File: config.mk
export PLATFORM = sky130hd
export DESIGN_NAME = spi_minion_stream_adapter_flat
export DESIGN_NICKNAME = d
export VERILOG_FILES = /design/src/rtl/spi_minion_stream_adapter_if.sv /design/src/rtl/spi_minion_stream_adapter.sv /design/src/flat_wrapper.sv
export SDC_FILE = /design/constraint.sdc
export NUM_CORES = 1
export LEC_CHECK = 0
export ABC_AREA = 1
export BUFFER_PORTS_ARGS = -buffer_cell sky130_fd_sc_hd__buf_2
export CAP_MARGIN = 25
export CORE_MARGIN = 2
export CORE_UTILIZATION = 45
export CTS_CLUSTER_DIAMETER = 80
export DETAILED_ROUTE_END_ITERATION = 12
export PLACE_DENSITY = 0.68
export RECOVER_POWER = 25
export SYNTH_ARGS = -nofsm -noshare
export SYNTH_HDL_FRONTEND = slang
export SYNTH_SLANG_ARGS = --single-unit
File: constraint.sdc
create_clock -name clk -period 2.85 [get_ports clk]
set_clock_uncertainty 0.2 [all_clocks]
set_input_delay 0.57 -clock clk [delete_from_list [all_inputs] [get_ports clk]]
set_output_delay 0.57 -clock clk [all_outputs]
set_load 0.005 [all_outputs]
File: src/rtl/spi_minion_stream_adapter_if.sv
// Signal bundle between the SPI minion stream adapter and its surroundings:
// the SPI pins, the receive/send streams, and the status outputs.
interface spi_minion_stream_adapter_if #(
    parameter int BIT_WIDTH = 32
);
    logic                 cs;
    logic                 sclk;
    logic                 mosi;
    logic                 miso;
    logic [BIT_WIDTH-1:0] recv_msg;
    logic                 recv_val;
    logic                 recv_rdy;
    logic [BIT_WIDTH-1:0] send_msg;
    logic                 send_val;
    logic                 send_rdy;
    logic                 frame_err;
    logic                 parity;

    modport slave (
        input  cs, sclk, mosi, recv_rdy, send_msg, send_val,
        output miso, recv_msg, recv_val, send_rdy, frame_err, parity
    );

    modport master (
        output cs, sclk, mosi, recv_rdy, send_msg, send_val,
        input  miso, recv_msg, recv_val, send_rdy, frame_err, parity
    );
endinterface

File: src/rtl/spi_minion_stream_adapter.sv
// SPI mode-0 minion bridging frames to val/rdy streams with an rx FIFO and tx holding register.
// Optional feature: define SPI_MINION_PARITY_EN to drive parity = ^recv_msg while recv_val is high.
module spi_minion_stream_adapter #(
    parameter int BIT_WIDTH = 32,
    parameter int ENTRIES   = 4
) (
    input  logic                          clk,
    input  logic                          reset,
    spi_minion_stream_adapter_if.slave    bus
);
    localparam int FRAME_LEN = BIT_WIDTH + 2;
    localparam int CNT_W     = $clog2(BIT_WIDTH + 4);
    localparam int PTR_W     = $clog2(ENTRIES);
    localparam logic [CNT_W-1:0] CNT_FRAME = CNT_W'(FRAME_LEN);
    localparam logic [CNT_W-1:0] CNT_MAX   = CNT_W'(BIT_WIDTH + 3);
    localparam logic [PTR_W:0]   PTR_ONE   = (PTR_W+1)'(1);

    typedef enum logic {S_IDLE, S_SHIFT} state_t;

    logic [1:0] r_cs_sync, r_sclk_sync, r_mosi_sync;
    logic       r_cs_prev, r_sclk_prev;
    logic       w_cs_fall, w_cs_rise, w_sclk_rise, w_sclk_fall;

    // Sync flops reset to 0 so a cs held low through reset is not taken as a new frame.
    // NOTE: clocked state uses non-blocking assignments so every flop samples pre-edge values.
    always_ff @(posedge clk) begin
        if (reset) begin
            r_cs_sync   <= '0;
            r_sclk_sync <= '0;
            r_mosi_sync <= '0;
            r_cs_prev   <= 1'b0;
            r_sclk_prev <= 1'b0;
        end else begin
            r_cs_sync   <= {r_cs_sync[0], bus.cs};
            r_sclk_sync <= {r_sclk_sync[0], bus.sclk};
            r_mosi_sync <= {r_mosi_sync[0], bus.mosi};
            r_cs_prev   <= r_cs_sync[1];
            r_sclk_prev <= r_sclk_sync[1];
        end
    end

    assign w_cs_fall   =  r_cs_prev   & ~r_cs_sync[1];
    assign w_cs_rise   = ~r_cs_prev   &  r_cs_sync[1];
    assign w_sclk_rise = ~r_sclk_prev &  r_sclk_sync[1];
    assign w_sclk_fall =  r_sclk_prev & ~r_sclk_sync[1];

    state_t r_state, w_state_next;
    logic   w_frame_start, w_shift_in, w_shift_out, w_frame_ok, w_frame_bad;

    always_ff @(posedge clk) begin
        if (reset) r_state <= S_IDLE;
        else       r_state <= w_state_next;
    end

    // NOTE: every combinational output gets a default first, so no latch is inferred.
    always_comb begin
        w_state_next = r_state;
        case (r_state)
            S_IDLE:  if (w_cs_fall) w_state_next = S_SHIFT;
            S_SHIFT: if (w_cs_rise) w_state_next = S_IDLE;
            default: w_state_next = S_IDLE;
        endcase
    end

    logic [CNT_W-1:0] r_bit_cnt;

    always_comb begin
        w_frame_start = 1'b0;
        w_shift_in    = 1'b0;
        w_shift_out   = 1'b0;
        w_frame_ok    = 1'b0;
        w_frame_bad   = 1'b0;
        if (r_state == S_IDLE) begin
            w_frame_start = w_cs_fall;
        end else begin
            w_shift_in  = w_sclk_rise;
            w_shift_out = w_sclk_fall;
            w_frame_ok  = w_cs_rise && (r_bit_cnt == CNT_FRAME);
            w_frame_bad = w_cs_rise && (r_bit_cnt != CNT_FRAME);
        end
    end

    logic [FRAME_LEN-1:0] r_mosi_sr, r_miso_sr;
    logic                 r_space_snap, r_valid_snap, r_tx_full, r_frame_err;
    logic [BIT_WIDTH-1:0] r_tx_reg;
    logic [PTR_W:0]       r_wr_ptr, r_rd_ptr;
    logic                 w_empty, w_full, w_push, w_pop, w_wr_flag, w_rd_flag;

    assign w_wr_flag = r_mosi_sr[FRAME_LEN-1];
    assign w_rd_flag = r_mosi_sr[FRAME_LEN-2];
    assign w_empty   = (r_wr_ptr == r_rd_ptr);
    assign w_full    = (r_wr_ptr[PTR_W] != r_rd_ptr[PTR_W]) &&
                       (r_wr_ptr[PTR_W-1:0] == r_rd_ptr[PTR_W-1:0]);
    assign w_push    = w_frame_ok && w_wr_flag && r_space_snap;
    assign w_pop     = !w_empty && bus.recv_rdy;

    always_ff @(posedge clk) begin
        if (reset) begin
            r_bit_cnt    <= '0;
            r_mosi_sr    <= '0;
            r_miso_sr    <= '0;
            r_space_snap <= 1'b0;
            r_valid_snap <= 1'b0;
            r_tx_full    <= 1'b0;
            r_tx_reg     <= '0;
            r_frame_err  <= 1'b0;
        end else begin
            r_frame_err <= w_frame_bad;
            if (w_frame_start) begin
                r_space_snap <= !w_full;
                r_valid_snap <= r_tx_full;
                r_miso_sr    <= {!w_full, r_tx_full, r_tx_full ? r_tx_reg : '0};
                r_bit_cnt    <= '0;
            end
            if (w_shift_in) begin
                r_mosi_sr <= {r_mosi_sr[FRAME_LEN-2:0], r_mosi_sync[1]};
                if (r_bit_cnt != CNT_MAX) r_bit_cnt <= r_bit_cnt + 1'b1;
            end
            if (w_shift_out) r_miso_sr <= r_miso_sr << 1;
            // Only a register reported valid at the cs fall may be consumed by this frame.
            if (w_frame_ok && w_rd_flag && r_valid_snap) begin
                r_tx_full <= 1'b0;
            end else if (bus.send_val && !r_tx_full) begin
                r_tx_full <= 1'b1;
                r_tx_reg  <= bus.send_msg;
            end
        end
    end

    logic [BIT_WIDTH-1:0] r_mem [ENTRIES];

    always_ff @(posedge clk) begin
        if (reset) begin
            r_wr_ptr <= '0;
            r_rd_ptr <= '0;
        end else begin
            if (w_push) r_wr_ptr <= r_wr_ptr + PTR_ONE;
            if (w_pop)  r_rd_ptr <= r_rd_ptr + PTR_ONE;
        end
    end

    // NOTE: storage is not reset; the pointers define which entries are meaningful.
    always_ff @(posedge clk) begin
        if (w_push) r_mem[r_wr_ptr[PTR_W-1:0]] <= r_mosi_sr[BIT_WIDTH-1:0];
    end

    assign bus.miso      = (r_state == S_SHIFT) && r_miso_sr[FRAME_LEN-1];
    assign bus.recv_val  = !w_empty;
    assign bus.recv_msg  = w_empty ? '0 : r_mem[r_rd_ptr[PTR_W-1:0]];
    assign bus.send_rdy  = !r_tx_full;
    assign bus.frame_err = r_frame_err;

`ifdef SPI_MINION_PARITY_EN
    assign bus.parity = !w_empty && (^r_mem[r_rd_ptr[PTR_W-1:0]]);
`else
    assign bus.parity = 1'b0;
`endif
endmodule
File: src/flat_wrapper.sv
// flat-port wrapper written by rule: the top's interface ports become plain ports
module spi_minion_stream_adapter_flat 
#(
    parameter int BIT_WIDTH = 32,
    parameter int ENTRIES   = 4
)
  (clk, reset, bus_cs, bus_sclk, bus_mosi, bus_recv_rdy, bus_send_msg, bus_send_val, bus_miso, bus_recv_msg, bus_recv_val, bus_send_rdy, bus_frame_err, bus_parity);
  spi_minion_stream_adapter_if #(.BIT_WIDTH(BIT_WIDTH)) bus_i ();
  input  logic clk;
  input  logic reset;
  input wire logic [$bits(bus_i.cs)-1:0] bus_cs;
  input wire logic [$bits(bus_i.sclk)-1:0] bus_sclk;
  input wire logic [$bits(bus_i.mosi)-1:0] bus_mosi;
  input wire logic [$bits(bus_i.recv_rdy)-1:0] bus_recv_rdy;
  input wire logic [$bits(bus_i.send_msg)-1:0] bus_send_msg;
  input wire logic [$bits(bus_i.send_val)-1:0] bus_send_val;
  output wire logic [$bits(bus_i.miso)-1:0] bus_miso;
  output wire logic [$bits(bus_i.recv_msg)-1:0] bus_recv_msg;
  output wire logic [$bits(bus_i.recv_val)-1:0] bus_recv_val;
  output wire logic [$bits(bus_i.send_rdy)-1:0] bus_send_rdy;
  output wire logic [$bits(bus_i.frame_err)-1:0] bus_frame_err;
  output wire logic [$bits(bus_i.parity)-1:0] bus_parity;
  assign bus_i.cs = bus_cs;
  assign bus_i.sclk = bus_sclk;
  assign bus_i.mosi = bus_mosi;
  assign bus_i.recv_rdy = bus_recv_rdy;
  assign bus_i.send_msg = bus_send_msg;
  assign bus_i.send_val = bus_send_val;
  assign bus_miso = bus_i.miso;
  assign bus_recv_msg = bus_i.recv_msg;
  assign bus_recv_val = bus_i.recv_val;
  assign bus_send_rdy = bus_i.send_rdy;
  assign bus_frame_err = bus_i.frame_err;
  assign bus_parity = bus_i.parity;
  spi_minion_stream_adapter #(.BIT_WIDTH(BIT_WIDTH), .ENTRIES(ENTRIES)) u_core (.clk(clk), .reset(reset), .bus(bus_i));
endmodule
==> summary.txt <==
Hold WC Path Type -> primary input to register
Core Box Area -> 0.02257 mm²
RR Startpoint -> u_core.r_state$_SDFF_PP0_
leakage -> 4.745 nW
Final GP Congestion -> 0.7419
relative slew slack -> 0.5307
GRT busiest layer -> met2
CTS Root Cell -> clkbuf_16
final wirelength -> 20.11 mm
min Tclk post-route -> 2.631 ns
FP Rows -> 55
PwrDens -> 636.3 mW/mm²
Clock transition at path regs -> 0.06 ns
die width -> 155.6 µm
total negative slack -> 0 ns
Hold Violations, Final -> 0
synth top area cells -> edfxtp_1 (37%), dfxtp_1 (25%), nand2_1 (6.0%), nor2_1 (5.8%), inv_1 (3.5%)
share of post-route cells with drive strength above 1 -> 0.1551
max reg flops -> 128
worst slack, placed -> 0.6186 ns
Comb pwr share -> 0.028
total CTS buffers -> 27
initial core utilization -> 0.4581
Mean Syn Cell Area -> 9.736 µm²
Yosys top cell area share -> 0.3717
initial antenna violation count -> 0
GRT Total Usage -> 0.1658
largest net degree at the start of global routing -> 65
area leader, netlist -> edfxtp_1
fmax -> 380.1 MHz
Pre-antenna DRT Iters -> 5
vias in the first global route -> 6,822
Flop pwr share -> 0.515
Synth Flop Type -> edfxtp_1
synth unique cells -> 34
Overflow after GRT -> 0
DIE HEIGHT -> 155.6 µm
number of DRC markers in iteration 0 -> 401
ant diodes -> 0
crit share post-route -> 0.9231
syn_nets -> 1,108
postcts setup bufs -> 0
Worst Max-Slew Pin Slew -> 0.7029 ns
full die area -> 0.02421 mm²
met1 GRT Util -> 0.2116
Pins Over Slew Limit -> 0
Vias -> 7,099
first-pass GRT wire length -> 33.23 mm
final core occ -> 0.5268
CP required -> 2.08 ns
Synth-to-Final Area Change -> 15.00%
number of synthesized flops with an enable pin -> 128
DP Wirelength -> 11.83 mm
maximum VDD drop -> 362.0 µV
CP Launch Type -> register
outcome -> finished, final reports clean
Clk pwr share -> 0.457
Worst setup EP type -> output pin
Post-Syn Area -> 0.01034 mm²
synth warn -> 0
sequential fraction of the synthesis area -> 0.6176
post-DR wirelength/cell -> 14.10 µm
Power Internal -> 0.006016 W
met3 usage -> 0.02000
FF+latch count, synth -> 255
clk_lat worst skew -> 0.53 ns
routed vias/inst -> 4.978
Post-Syn Instances -> 1,062
Layout Nets -> 1,166
final worst slack -> 0.2192 ns
Final ANT Viol Nets -> 0
io pins -> 76
most frequent cell after synthesis -> nand2_1
H-tree depth -> 1
Switching Fraction -> 0.2049
I/O Buffers -> 74
TritonCTS Sinks -> 255
DRC errors left -> 0
CTS tree -> done
switching power -> 0.001550 W
worst-path fanout max -> 17
Max Cap Viol -> 0
CTS Buffer Depth -> 3
ys async rst share -> 0
met2 usage -> 0.2962
Worst Path Arrival -> 1.86 ns
Worst Hold Launch -> bus_sclk
Crit Path Category -> register to output pin
RSZ-0062 raised after global routing -> false
Final Setup Violations -> 0
Post-synth top cells -> nand2_1 (165), nor2_1 (159), edfxtp_1 (128)
layout make-up:
cell class | instances | area (µm²)
Fill cell | 2040 | 10680
Sequential cell | 255 | 6394
Multi-Input combinational cell | 636 | 3236
Clock buffer | 37 | 768.2
Timing Repair Buffer | 96 | 623.1
Inverter | 104 | 390.4
Tap cell | 285 | 356.6
Clock inverter | 13 | 123.9
power by group through the flow:
stage / logic (W) / registers (W) / clock network, W
after CTS: 0.000214 / 0.00390 / 0.00353
after floorplan: 0.000156 / 0.00396 / 0
after global placement: 0.000211 / 0.00397 / 0
after detailed placement: 0.000215 / 0.00397 / 0
after global routing: 0.000242 / 0.00390 / 0.00368
final: 0.000212 / 0.00389 / 0.00346
per-stage QoR:
stage	area, µm²	cells	hold WS (ns)	power [W]
after floorplan	10340	1062	0.1883	0.004121
after global placement	10990	1376	0.1902	0.004184
after detailed placement	10990	1376	0.1937	0.004188
after CTS	11890	1426	0.04054	0.007643
after global routing	11890	1426	0.06314	0.007815
final	11890	1426	0.05724	0.007566
layout by cell type, fill, tap and decap left out, types with 2 or more instances in the layout:
master     netlist  layout
buf_4            5      15
nand4_1          3       3
o22ai_1         32      32
ha_1             7       7
buf_12           0       7
nor2_2           1       4
clkbuf_8         0       3
clkinv_1         0       2
buf_2           22      74
inv_2            7       7
dfxtp_4          0       2
nand3_1         59      59
dfxtp_1        127     125
nand2_1        165     165
clkbuf_16        0      28
o21ai_1         20      20
clkinv_2         0       5
bufinv_16        0       2
edfxtp_1       128     128
a21oi_1         42      42
nor2_4           2       2
inv_1           97      97
o21ai_0         48      48
mux2i_1         32      32
a31oi_1         32      32
nand3_2         20      20
nor2_1         159     156
xor2_1           4       4
clkbuf_1        29       5
kinds of logic after synthesis:
kind of cell / share of synthesized area
AOI/OAI and AO/OA: 0.09342
buffers and inverters: 0.07018
xor gates and xnor gates: 0.004235
other: 0.0003627
adders and majority gates: 0.008470
and+or+nand+nor: 0.1747
DFF: 0.6176
muxes: 0.03098
path summary, 6_finish.rpt:
check	end	slack, ns	cells after the start
min reg2reg	u_core.r_mosi_sync[1]$_SDFF_PP0_	0.20	2
max reg2reg	u_core.r_mosi_sr[0]$_SDFFE_PP0P_	0.66	5
min	u_core.r_sclk_sync[0]$_SDFF_PP0_	0.06	3
max	bus_recv_msg[22]	0.22	7
timing repair:
item	CTS	global route
gates resized for setup	0	2
hold buffers	0	0
setup endpoints to repair	0	14
metal layers:
metal  part of all wire  wire (µm)
met1               0.46       9272
met2               0.48       9652
met3              0.035        695
met4              0.024        491
met5                  0          0
worst max-delay path, cell delays in order (launching register included):
cell and delay [ns]:
dfxtp_4 0.42, inv_1 0.09, buf_4 0.22, nor2_1 0.06, o22ai_1 0.31, nand2_1 0.08
inv_1 0.06, buf_2 0.10
Power figures use the tool's default switching activity.
